--- src/rtl/wave_meas_if.sv ---
// Sample stream, measurement control and result bus of the waveform measurement block.
// The master drives the samples and control; the slave (wave_meas) returns the results.
interface wave_meas_if;
    logic [7:0]  ad_data;
    logic        ad_valid;
    logic [7:0]  trig_level;
    logic        meas_en;
    logic [31:0] freq_out;
    logic [7:0]  vmax;
    logic [7:0]  vmin;
    logic [7:0]  vpp;
    logic        meas_done;
    logic        busy;

    modport master (
        output ad_data, ad_valid, trig_level, meas_en,
        input  freq_out, vmax, vmin, vpp, meas_done, busy
    );

    modport slave (
        input  ad_data, ad_valid, trig_level, meas_en,
        output freq_out, vmax, vmin, vpp, meas_done, busy
    );
endinterface

--- src/rtl/wave_meas.sv ---
// Gated frequency / peak measurement: counts hysteresis comparator rising crossings
// and tracks max/min of valid samples over GATE_CYCLES, then publishes the results.
module wave_meas #(
    parameter int unsigned GATE_CYCLES = 50_000_000,
    parameter logic [7:0]  HYST        = 8'd4
) (
    input  logic       sys_clk,
    input  logic       sys_rst_n,
    wave_meas_if.slave bus
);
    typedef enum logic [1:0] {IDLE, GATE, UPDATE} state_t;

    localparam logic [31:0] LAST_CNT = 32'(GATE_CYCLES - 1);

    state_t      state;
    state_t      state_next;
    logic [8:0]  hi_sum;
    logic [8:0]  lo_diff;
    logic [7:0]  hi_th;
    logic [7:0]  lo_th;
    logic        cmp;
    logic        cmp_next;
    logic        rise;
    logic        gate_last;
    logic [31:0] gate_cnt;
    logic [31:0] cross_cnt;
    logic [31:0] cross_upd;
    logic [7:0]  run_max;
    logic [7:0]  run_min;
    logic [7:0]  max_upd;
    logic [7:0]  min_upd;
    logic        seen;
    logic        seen_upd;
    logic [31:0] freq_q;
    logic [7:0]  vmax_q;
    logic [7:0]  vmin_q;
    logic        done_q;

    // Ninth bit catches overflow/underflow so the thresholds saturate at the rails.
    assign hi_sum  = {1'b0, bus.trig_level} + {1'b0, HYST};
    assign lo_diff = {1'b0, bus.trig_level} - {1'b0, HYST};
    assign hi_th   = hi_sum[8]  ? 8'hFF : hi_sum[7:0];
    assign lo_th   = lo_diff[8] ? 8'h00 : lo_diff[7:0];

    always_comb begin
        cmp_next = cmp;
        if (bus.ad_valid) begin
            if (bus.ad_data >= hi_th) begin
                cmp_next = 1'b1;
            end else if (bus.ad_data <= lo_th) begin
                cmp_next = 1'b0;
            end
        end
    end

    assign rise      = cmp_next & ~cmp;
    assign gate_last = (gate_cnt == LAST_CNT);

    // Statistics including the current cycle, so the last gate cycle is part of the result.
    always_comb begin
        cross_upd = cross_cnt;
        max_upd   = run_max;
        min_upd   = run_min;
        seen_upd  = seen;
        if (rise && (cross_cnt != 32'hFFFF_FFFF)) begin
            cross_upd = cross_cnt + 32'd1;
        end
        if (bus.ad_valid) begin
            seen_upd = 1'b1;
            if (bus.ad_data > run_max) begin
                max_upd = bus.ad_data;
            end
            if (bus.ad_data < run_min) begin
                min_upd = bus.ad_data;
            end
        end
    end

    always_comb begin
        state_next = state;
        case (state)
            IDLE:    if (bus.meas_en) state_next = GATE;
            GATE: begin
                if (!bus.meas_en) begin
                    state_next = IDLE;
                end else if (gate_last) begin
                    state_next = UPDATE;
                end
            end
            UPDATE:  state_next = bus.meas_en ? GATE : IDLE;
            default: state_next = IDLE;
        endcase
    end

    always_ff @(posedge sys_clk or negedge sys_rst_n) begin
        if (!sys_rst_n) begin
            state <= IDLE;
            cmp   <= 1'b0;
        end else begin
            state <= state_next;
            cmp   <= cmp_next;
        end
    end

    // Accumulators are held clear outside GATE, so every gate entry starts fresh.
    always_ff @(posedge sys_clk or negedge sys_rst_n) begin
        if (!sys_rst_n) begin
            gate_cnt  <= 32'd0;
            cross_cnt <= 32'd0;
            run_max   <= 8'h00;
            run_min   <= 8'hFF;
            seen      <= 1'b0;
        end else if (state == GATE) begin
            gate_cnt  <= gate_cnt + 32'd1;
            cross_cnt <= cross_upd;
            run_max   <= max_upd;
            run_min   <= min_upd;
            seen      <= seen_upd;
        end else begin
            gate_cnt  <= 32'd0;
            cross_cnt <= 32'd0;
            run_max   <= 8'h00;
            run_min   <= 8'hFF;
            seen      <= 1'b0;
        end
    end

    always_ff @(posedge sys_clk or negedge sys_rst_n) begin
        if (!sys_rst_n) begin
            freq_q <= 32'd0;
            vmax_q <= 8'h00;
            vmin_q <= 8'h00;
            done_q <= 1'b0;
        end else begin
            done_q <= 1'b0;
            if ((state == GATE) && bus.meas_en && gate_last) begin
                done_q <= 1'b1;
                if (seen_upd) begin
                    freq_q <= cross_upd;
                    vmax_q <= max_upd;
                    vmin_q <= min_upd;
                end else begin
                    freq_q <= 32'd0;
                    vmax_q <= 8'h00;
                    vmin_q <= 8'h00;
                end
            end
        end
    end

    assign bus.freq_out  = freq_q;
    assign bus.vmax      = vmax_q;
    assign bus.vmin      = vmin_q;
    assign bus.vpp       = vmax_q - vmin_q;
    assign bus.meas_done = done_q;
    assign bus.busy      = (state == GATE) || (state == UPDATE);
endmodule

--- src/flat_wrapper.sv ---
// flat-port wrapper written by rule: the top's interface ports become plain ports
module wave_meas_flat 
#(
    parameter int unsigned GATE_CYCLES = 50_000_000,
    parameter logic [7:0]  HYST        = 8'd4
)
  (sys_clk, sys_rst_n, bus_ad_data, bus_ad_valid, bus_trig_level, bus_meas_en, bus_freq_out, bus_vmax, bus_vmin, bus_vpp, bus_meas_done, bus_busy);
  wave_meas_if bus_i ();
  input  logic sys_clk;
  input  logic sys_rst_n;
  input wire logic [$bits(bus_i.ad_data)-1:0] bus_ad_data;
  input wire logic [$bits(bus_i.ad_valid)-1:0] bus_ad_valid;
  input wire logic [$bits(bus_i.trig_level)-1:0] bus_trig_level;
  input wire logic [$bits(bus_i.meas_en)-1:0] bus_meas_en;
  output wire logic [$bits(bus_i.freq_out)-1:0] bus_freq_out;
  output wire logic [$bits(bus_i.vmax)-1:0] bus_vmax;
  output wire logic [$bits(bus_i.vmin)-1:0] bus_vmin;
  output wire logic [$bits(bus_i.vpp)-1:0] bus_vpp;
  output wire logic [$bits(bus_i.meas_done)-1:0] bus_meas_done;
  output wire logic [$bits(bus_i.busy)-1:0] bus_busy;
  assign bus_i.ad_data = bus_ad_data;
  assign bus_i.ad_valid = bus_ad_valid;
  assign bus_i.trig_level = bus_trig_level;
  assign bus_i.meas_en = bus_meas_en;
  assign bus_freq_out = bus_i.freq_out;
  assign bus_vmax = bus_i.vmax;
  assign bus_vmin = bus_i.vmin;
  assign bus_vpp = bus_i.vpp;
  assign bus_meas_done = bus_i.meas_done;
  assign bus_busy = bus_i.busy;
  wave_meas #(.GATE_CYCLES(GATE_CYCLES), .HYST(HYST)) u_core (.sys_clk(sys_clk), .sys_rst_n(sys_rst_n), .bus(bus_i));
endmodule
--- config.mk ---
export PLATFORM = sky130hd
export DESIGN_NAME = wave_meas_flat
export DESIGN_NICKNAME = d
export VERILOG_FILES = /design/src/rtl/wave_meas_if.sv /design/src/rtl/wave_meas.sv /design/src/flat_wrapper.sv
export SDC_FILE = /design/constraint.sdc
export NUM_CORES = 1
export LEC_CHECK = 0
export BUFFER_PORTS_ARGS = -buffer_cell sky130_fd_sc_hd__buf_2
export CAP_MARGIN = 20
export CORE_ASPECT_RATIO = 0.5
export CORE_MARGIN = 5
export CORE_UTILIZATION = 50
export CTS_CLUSTER_SIZE = 30
export DETAILED_ROUTE_END_ITERATION = 10
export MAX_ROUTING_LAYER = met4
export PLACE_DENSITY = 0.77
export SYNTH_ARGS = -nofsm -noshare
export SYNTH_HDL_FRONTEND = slang
export SYNTH_SLANG_ARGS = --single-unit
--- constraint.sdc ---
create_clock -name sys_clk -period 2.9 [get_ports sys_clk]
set_input_delay 0.435 -clock sys_clk [delete_from_list [all_inputs] [get_ports sys_clk]]
set_output_delay 0.435 -clock sys_clk [all_outputs]
set_load 0.02 [all_outputs]
# Word-level counts from Yosys, hierarchy flattened
# Cells that the tools add are included.
[totals]
out_inout_bits = 58
word_cells = 59
register_bits = 133
[classes]
eq_ne = 6
addsub = 5
mux = 25
n_reduce_logical = 6
bitwise_logic = 2
magnitude_cmp = 4
[ops]
columns = ["cell", "count"]
rows = [
  ["32-bit two-way mux", 4],
  ["8-bit two-way mux", 10],
  ["32-bit by 1-bit adder with 32-bit output (second input constant)", 2],
  ["32-bit by 26-bit == test with 1-bit output (second input constant)", 1],
  ["32-bit inequality test (second input constant)", 1],
  ["8-bit by 3-bit adder with 9-bit output (second input constant)", 1],
  ["8-bit by 3-bit subtractor with 9-bit output (second input constant)", 1],
  ["8-bit >= comparator", 1],
  ["8-bit > comparator", 1],
  ["8-bit <= comparator", 1],
  ["8-bit less-than comparator", 1],
  ["8-bit subtractor", 1],
  ["1-bit two-way mux", 7],
  ["2-bit two-way mux", 3],
  ["2-bit case mux with 3 select lines", 1],
  ["1-bit logical AND", 3],
  ["3-bit by 2-bit inequality test with 1-bit output (second input constant)", 1],
  ["2-bit by 1-bit == test with 1-bit output (second input constant)", 1],
  ["2-bit == test (second input constant)", 1],
  ["2-bit zero test", 1],
  ["2-bit inequality test (second input constant)", 1],
  ["2-bit AND reduction", 1],
  ["1-bit bitwise AND", 1],
  ["1-bit logical OR", 1],
  ["1-bit inverter", 1],
]

# Depth between registers and ports, before layout
# Gate-level depths: netlist of the first run.
[depth]
depth_word = 10
mapped_depth = 13
depth_no_buf = 12

# Worst setup path after synthesis of the first run
# No wires, ideal clock.
[synth_path]
kind = "input to register"
start = "input port bus_trig_level[5]"
end = "register u_core.freq_q[1] (netlist: u_core.bus.freq_out[1])"
setup_slack_ns = -0.133
required_ns = 2.771
cell_stages = 13
path_buffers = 2
setup_time_ns = 0.129
arrival_ns = 2.904
cell_sequence = "clkbuf_1 > nand3_1 > nor2_1 > or2_2 > ha_1 > nand2b_1 > a2111oi_2 > nor4_1 > or2_2 > buf_2 > nand2_1 > mux2i_1 > o21ai_0"
[synth_between]
elab_chain_cells = 10
elab_cells_between_ends = 13
[synth_rtl]
columns = ["element", "line", "text"]
rows = [
  ["start, declared", "flat_wrapper.sv:13", "input wire logic [$bits(bus_i.trig_level)-1:0] bus_trig_level;"],
  ["8-bit by 3-bit subtractor with 9-bit output", "wave_meas.sv:41", "assign lo_diff = {1'b0, bus.trig_level} - {1'b0, HYST};"],
  ["8-bit two-way mux", "wave_meas.sv:43", "assign lo_th = lo_diff[8] ? 8'h00 : lo_diff[7:0];"],
  ["8-bit <= comparator", "wave_meas.sv:50", "end else if (bus.ad_data <= lo_th) begin"],
  ["1-bit two-way mux", "wave_meas.sv:50", ""],
  ["1-bit two-way mux (*)", "wave_meas.sv:48", "if (bus.ad_data >= hi_th) begin"],
  ["1-bit two-way mux (*)", "wave_meas.sv:47", "if (bus.ad_valid) begin"],
  ["1-bit bitwise AND (*)", "wave_meas.sv:56", "assign rise = cmp_next & ~cmp;"],
  ["1-bit logical AND (*)", "wave_meas.sv:65", "if (rise && (cross_cnt != 32'hFFFF_FFFF)) begin"],
  ["32-bit two-way mux (*)", "wave_meas.sv:65", ""],
  ["32-bit two-way mux (*)", "wave_meas.sv:138", "if (seen_upd) begin"],
  ["end signal, assigned", "wave_meas.sv:139", "freq_q <= cross_upd;"],
  ["end, declared", "wave_meas.sv:34", "logic [31:0] freq_q;"],
]
# Every way passes the cells marked *; elsewhere a longest branch is shown, timed or not.
# A chain may end at the register's enable or synchronous reset.

# Worst setup path after layout of the first run
[layout_path]
start = "register u_core.vmin_q[1] (netlist: u_core.bus.vmin[1])"
end = "output port bus_vpp[5]"
[layout_between]
elab_chain_cells = 1
[layout_rtl]
columns = ["element", "line", "text"]
rows = [
  ["start, declared", "wave_meas.sv:36", "logic [7:0] vmin_q;"],
  ["start signal, assigned", "wave_meas.sv:141", "vmin_q <= min_upd;"],
  ["8-bit subtractor", "wave_meas.sv:154", "assign bus.vpp = vmax_q - vmin_q;"],
  ["end, declared", "flat_wrapper.sv:18", "output wire logic [$bits(bus_i.vpp)-1:0] bus_vpp;"],
]
# Every way passes these cells.

==> results of run 1 <==
-- sequential cells by signal, indices dropped and copies added, names as in the netlist --
signal	flops
u_core.cmp	1
u_core.bus.meas_done	1
u_core.bus.freq_out	32
u_core.bus.vmin	8
u_core.run_max	8
u_core.run_min	8
u_core.gate_cnt	32
u_core.seen	1
u_core.cross_cnt	32
u_core.bus.vmax	8
u_core.state	2
-- timing repair --
| action | 4_1_cts | 5_1_grt |
|---|---|---|
| buffers inserted | 0 | 2 |
| endpoints found under the setup margin | 0 | 6 |
| hold endpoints to repair | 32 | 0 |
| hold buffers | 1 | 0 |
| gates resized for setup | 0 | 4 |
-- metrics by stage --
step / setup TNS, ps / worst slack (ps)
final: 0 / 174
after global routing: 0 / 1.73
after CTS: 0 / 85.4
after detailed placement: -10220 / -300
after global placement: -6350 / -210
after floorplan: 0 / 13.3
-- cells by family after synthesis --
logic type               Yosys count
AO/OA/AOI/OAI                    107
XOR/XNOR                          64
adder cells (fa/ha/maj)           47
buffers and inverters             59
flip-flops                       133
multiplexers                      18
AND/OR/NAND/NOR                  317
-- metal layers --
layer,share of wire,track usage,routed length [um]
met1,0.45,0.258,7410
met2,0.49,0.348,8050
met3,0.051,0.0606,847
met4,0.011,0.0491,180
met5,0,-,0
-- how the worst min path moves through the flow --
| stage | startpoint | to | slack (ps) | cells past startpoint |
|---|---|---|---|---|
| 6_report | bus_ad_data[0] | u_core.run_min[0] | 310 | 3 |
| 5_1_grt | bus_ad_data[0] | u_core.run_min[0] | 300 | 3 |
| 4_1_cts | bus_ad_data[0] | u_core.run_min[0] | 290 | 3 |
| 3_5_place_dp | sys_rst_n | u_core.gate_cnt[7] | 420 | 1 |
| 3_3_place_gp | sys_rst_n | u_core.gate_cnt[7] | 410 | 1 |
| 2_1_floorplan | sys_rst_n | u_core.bus.freq_out[0] | 140 | 0 |
-- power by group through the flow --
| stage | Clock (uW) | Combinational, uW | Sequential [uW] |
|---|---|---|---|
| floorplan | 0 | 554 | 2030 |
| global placement | 0 | 762 | 2040 |
| detailed placement | 0 | 786 | 2040 |
| CTS | 2100 | 796 | 2010 |
| global route | 2200 | 891 | 2020 |
| finish | 2070 | 792 | 2010 |
-- cell usage in the layout (no fill, tap or decap), types with 4 or more instances in the layout --
master and n:
a21o_1 6, a21boi_0 7, clkbuf_16 17, dfrtp_1 125, inv_1 36, dfstp_2 8, nand3_1 34, and4_1 8
nand4_1 23, ha_1 44, and3_1 14, a21oi_1 15, clkinv_2 5, o22ai_1 8, or3_1 9, xnor2_1 25
and2_1 24, nand2b_1 8, nor4_1 4, nor2_1 24, buf_2 75, xor2_1 39, buf_4 28, nor3_1 11
nor2b_1 56, o21ai_0 58, nand2_1 83, mux2i_1 18
-- worst min-delay path, delay by kind of cell --
family	cells	cell delay [ps]
mux	1	80
buf+inv	1	100
simple gates	1	70
-- cell type report --
type | count | area (um^2)
Fill cell | 1170 | 5700
Multi-Input combinational cell | 553 | 3710
Sequential cell | 133 | 3340
Timing Repair Buffer | 105 | 616
Clock buffer | 19 | 433
Tap cell | 198 | 248
Inverter | 36 | 135
Clock inverter | 13 | 134
==> run summary, run 1 <==
First-pass GRT wire length - 28200 um
Area leader, netlist - dfrtp_1
Initial Util - 0.506
Power share of the combinational group - 0.162
Worst Path Required - 2470 ps
Max Freq - 0.367 GHz
Post-synthesis simple-gate area fraction - 0.237
FFs w/ async S/R, synth - 1.00
Ys flop type - dfrtp_1
CP Launch Point - u_core.bus.vmin[1]
Final setup fails - 0
Setup repair after global routing missed its margin - no
Inst Count DP - 1022
Clock Tree Buf Depth - 2
Worst Setup Start Kind - flop
Worst path depth - 10
Switching part of the total - 0.271
Slowest CP cell - dfrtp_1
Post-Syn Nets - 812
Cell Rows - 31
Distinct cells, synth - 47
GRT Util Overall - 0.209
Worst hold slack - 307 ps
Clock share of power - 0.425
Area growth syn-to-layout - 19.0%
Fraction of final layout cells sized beyond drive strength 1 - 0.186
Reg-to-Reg End - u_core.bus.vmin[7]
Max-cap violations - 0
Power Total - 4880 uW
Total Routed Length - 16500 um
Synth top cells by count - 125 x dfrtp_1, 83 x nand2_1, 58 x o21ai_0
DR pass1 iterations - 5
Vias per Instance - 5.39
Family with the most delay on the worst path - simple AND/OR/NAND/NOR gates
Largest cells by area after synthesis - dfrtp_1 43%, ha_1 8.0%, nor2b_1 4.8%
Finished Cell Area - 0.00861 mm^2
Slew Limit Fails - 0
Post-synthesis mux area share - 0.0249
Xor/xnor share of the synthesized area - 0.0775
Critical-path cell list - inv_1, ha_1, nor2b_1, o21ai_0, nand2b_1, a21o_1, nand2_1, nor2b_1, xnor2_1, buf_2
Slowest cell delay on critical path - 360 ps
R2r setup slk - 440 ps
Post-synth EDFFs - 0
Critical Path Most Common Cell - nor2b_1
Hold crit path type - in2reg
Yosys reg bits - 133
H-tree levels - 4
Switch Pwr - 1320 uW
Largest family of logic cells by synthesized area - simple AND/OR/NAND/NOR gates
Period utilisation layout - 0.940
Post-route ant nets - 0
Status - completed
Worst Path Buf+Inv - 2
Num CTS Buffers - 17
Int Power - 3560 uW
WP data arrival - 2290 ps
Worst VDD drop - 390 uV
GPL Wtd Cong - 0.830
Ys Warns - 0
Post-synth top area share - 0.432
CTS tree - done
Post-DP HPWL - 11600 um
Crit path max fanout - 3
Synth Cell Area - 0.00724 mm^2
Final Hold Viols - 0
CTS root buffer - clkbuf_16
Sequential power share - 0.412
DRC viols - 0
Worst setup path end - bus_vpp[5]
I/O Buffers - 77
Num Clock Sinks - 133
Vias in the first global route - 5709
Clock skew - 6.14 ps
P_leak - 0.00415 uW
Drt wl/cell - 15.6 um
Synth Instances - 745
Pwr dens - 566 mW/mm^2
R2R depth - 9
Slew at the pin closest to its max-slew limit - 506 ps
Dominant cell by count in the synthesized netlist - dfrtp_1
Placed Area - 0.00801 mm^2
Final Critical Period - 2730 ps
Clk_lat worst skew - 410 ps
Synth Area in Adders - 0.0823
Crit. End Element - output port
Antenna violations before repair - 0
Synth Area in Compound Gates - 0.0866
Final Non-Filler Cells - 1057
Core ar. - 0.0143 mm^2
Drt first-iter violations - 389
I/O Pins - 78
Critical path type - reg2out
Layout Nets - 913
Sequential share of the synthesized area - 0.461
Post-synthesis area per instance - 9.71 um^2
R2R Path Start - u_core.run_min[7]
N_diodes - 0
Die width - 180 um
Worst relative slew slack - 0.659
Worst-path clk slew - 60 ps
Total grt overflow - 0
Largest net degree at the start of global routing - 52
Final design utilization - 0.602
Die height - 95.1 um
Die area - 0.0171 mm^2
Detailed-route via count - 5696
No activity file was read; power rests on OpenSTA's default activity.
==> run 2: changes to the inputs <==
Settings changed: CORE_MARGIN 5 to default, CORE_UTILIZATION 50 to 58, PLACE_DENSITY 0.77 to 0.86.
==> run 2 against run 1 <==
Net effect: final cell count down 3.2%; power about the same; register-to-register slack about the same; utilization up 11 points; critical path type unchanged; critical endpoint is now bus_vpp[7]; largest cell class unchanged; highest routed layer unchanged.
==> run summary, run 2 (synthesis results as in run 1) <==
Drt wl/cell - 17.1 um
Pre-CTS setup slack - -312 ps
R2r setup slk - 450 ps
Final design utilization - 0.714
Worst Setup Start Kind - flop
Clk_lat worst skew - 410 ps
Core ar. - 0.0120 mm^2
Worst-path clk slew - 60 ps
Worst Path Required - 2470 ps
Clock skew - 7.67 ps
Die area - 0.0130 mm^2
Max Freq - 0.365 GHz
Most frequent cells in the layout - 125 x dfrtp_1, 83 x nand2_1, 76 x buf_2
Sequential power share - 0.412
R2R depth - 7
N_diodes - 0
Die height - 81.0 um
Max-cap violations - 0
GRT Util Overall - 0.292
Initial Util - 0.604
Num CTS Buffers - 17
CTS tree - done
Period utilisation layout - 0.944
Final Hold Viols - 0
GPL Wtd Cong - 0.835
R2R Path Start - u_core.gate_cnt[0]
Switch Pwr - 1310 uW
Most common cell after layout, fill and taps aside - dfrtp_1
Hold crit path type - in2async
Crit path max fanout - 3
I/O Pins - 78
Switching part of the total - 0.268
Hold Buf Count CTS - 0
Status - completed
Final setup fails - 0
Reg-to-Reg End - u_core.gate_cnt[26]
P_leak - 0.00416 uW
H-tree levels - 4
Fillers - 823
Clock share of power - 0.422
Drt first-iter violations - 472
Clock Tree Buf Depth - 2
Vias per Instance - 5.84
Fraction of final layout cells sized beyond drive strength 1 - 0.182
I/O Buffers - 77
Antenna violations before repair - 0
Worst hold slack - 54.0 ps
Setup TNS - 0 ps
Int Power - 3570 uW
Num Clock Sinks - 133
Setup repair after global routing missed its margin - yes
Critical path type - reg2out
CTS root buffer - clkbuf_16
Worst VDD drop - 339 uV
Die width - 160 um
Worst relative slew slack - 0.550
Crit. End Element - output port
DRC viols - 0
Slew Limit Fails - 0
Detailed-route via count - 5978
Layout Nets - 912
Area growth syn-to-layout - 18.1%
DR pass1 iterations - 7
Finished Cell Area - 0.00855 mm^2
Power share of the combinational group - 0.165
Final setup margin - 162 ps
Slew at the pin closest to its max-slew limit - 675 ps
Largest net degree at the start of global routing - 52
Vias in the first global route - 5863
Total grt overflow - 0
Pwr dens - 571 mW/mm^2
Post-route ant nets - 0
First-pass GRT wire length - 28600 um
WP data arrival - 2300 ps
Total Routed Length - 17500 um
Final Critical Period - 2740 ps
Cell Rows - 28
Placed Area - 0.00797 mm^2
Post-DP HPWL - 11500 um
[run 2: cell type report]
| type | instances | area (um^2) | area share |
|---|---|---|---|
| flip-flops and latches | 133 | 3340 | 0.390 |
| well taps | 165 | 206 | 0.0241 |
| clock inverters | 10 | 106 | 0.0124 |
| clock buffers | 22 | 454 | 0.0531 |
| inverters | 36 | 135 | 0.0158 |
| multi-input cells | 553 | 3710 | 0.433 |
| repair buffers | 104 | 603 | 0.0705 |
[run 2: power by group through the flow]
stage | clock network, uW | logic [uW] | registers [uW]
3_5_place_dp | 0 | 785 | 2040
2_1_floorplan | 0 | 554 | 2030
5_1_grt | 2160 | 893 | 2020
3_3_place_gp | 0 | 754 | 2040
6_report | 2060 | 807 | 2010
4_1_cts | 2080 | 803 | 2010
[run 2: per-stage QoR]
step | power [uW] | instances
after CTS | 4890 | 1021
after floorplan | 2580 | 745
after detailed placement | 2830 | 989
final | 4880 | 1023
after global routing | 5080 | 1023
after global placement | 2790 | 989
[run 2: worst max-delay path, stage by stage, from the launching register on]
cell and delay, ps:
dfrtp_1 360, inv_1 80, ha_1 290, nor2b_1 140
o21ai_1 130, nand2b_1 110, a21o_1 200, nand2_1 90
a21oi_1 90, xnor2_1 200, buf_2 200
[run 2: layer usage]
layer / vias up / track usage / share of wire / routed length, um
met5: - / - / 0 / 0
met2: 217 / 0.478 / 0.48 / 8360
met4: 0 / 0.0990 / 0.022 / 382
met1: 2956 / 0.367 / 0.45 / 7830
li1: 2763 / - / - / -
met3: 42 / 0.0644 / 0.051 / 892
[run 2: what timing repair did]
action                     4_1_cts  5_1_grt
setup buffers                    0        2
setup endpoints to repair        0       15
gates resized for setup          0        3
[run 2: how the worst max path moves through the flow]
stage	from	end	slack, ps	depth (start not counted)
2_1_floorplan	bus_trig_level[2]	u_core.bus.freq_out[1]	10	13
3_3_place_gp	bus_trig_level[2]	u_core.bus.freq_out[1]	-230	13
3_5_place_dp	bus_trig_level[2]	u_core.bus.freq_out[1]	-310	13
4_1_cts	bus_trig_level[2]	u_core.bus.freq_out[7]	70	13
5_1_grt	bus_trig_level[3]	u_core.bus.freq_out[30]	-10	16
6_report	u_core.bus.vmin[1]	bus_vpp[7]	160	10
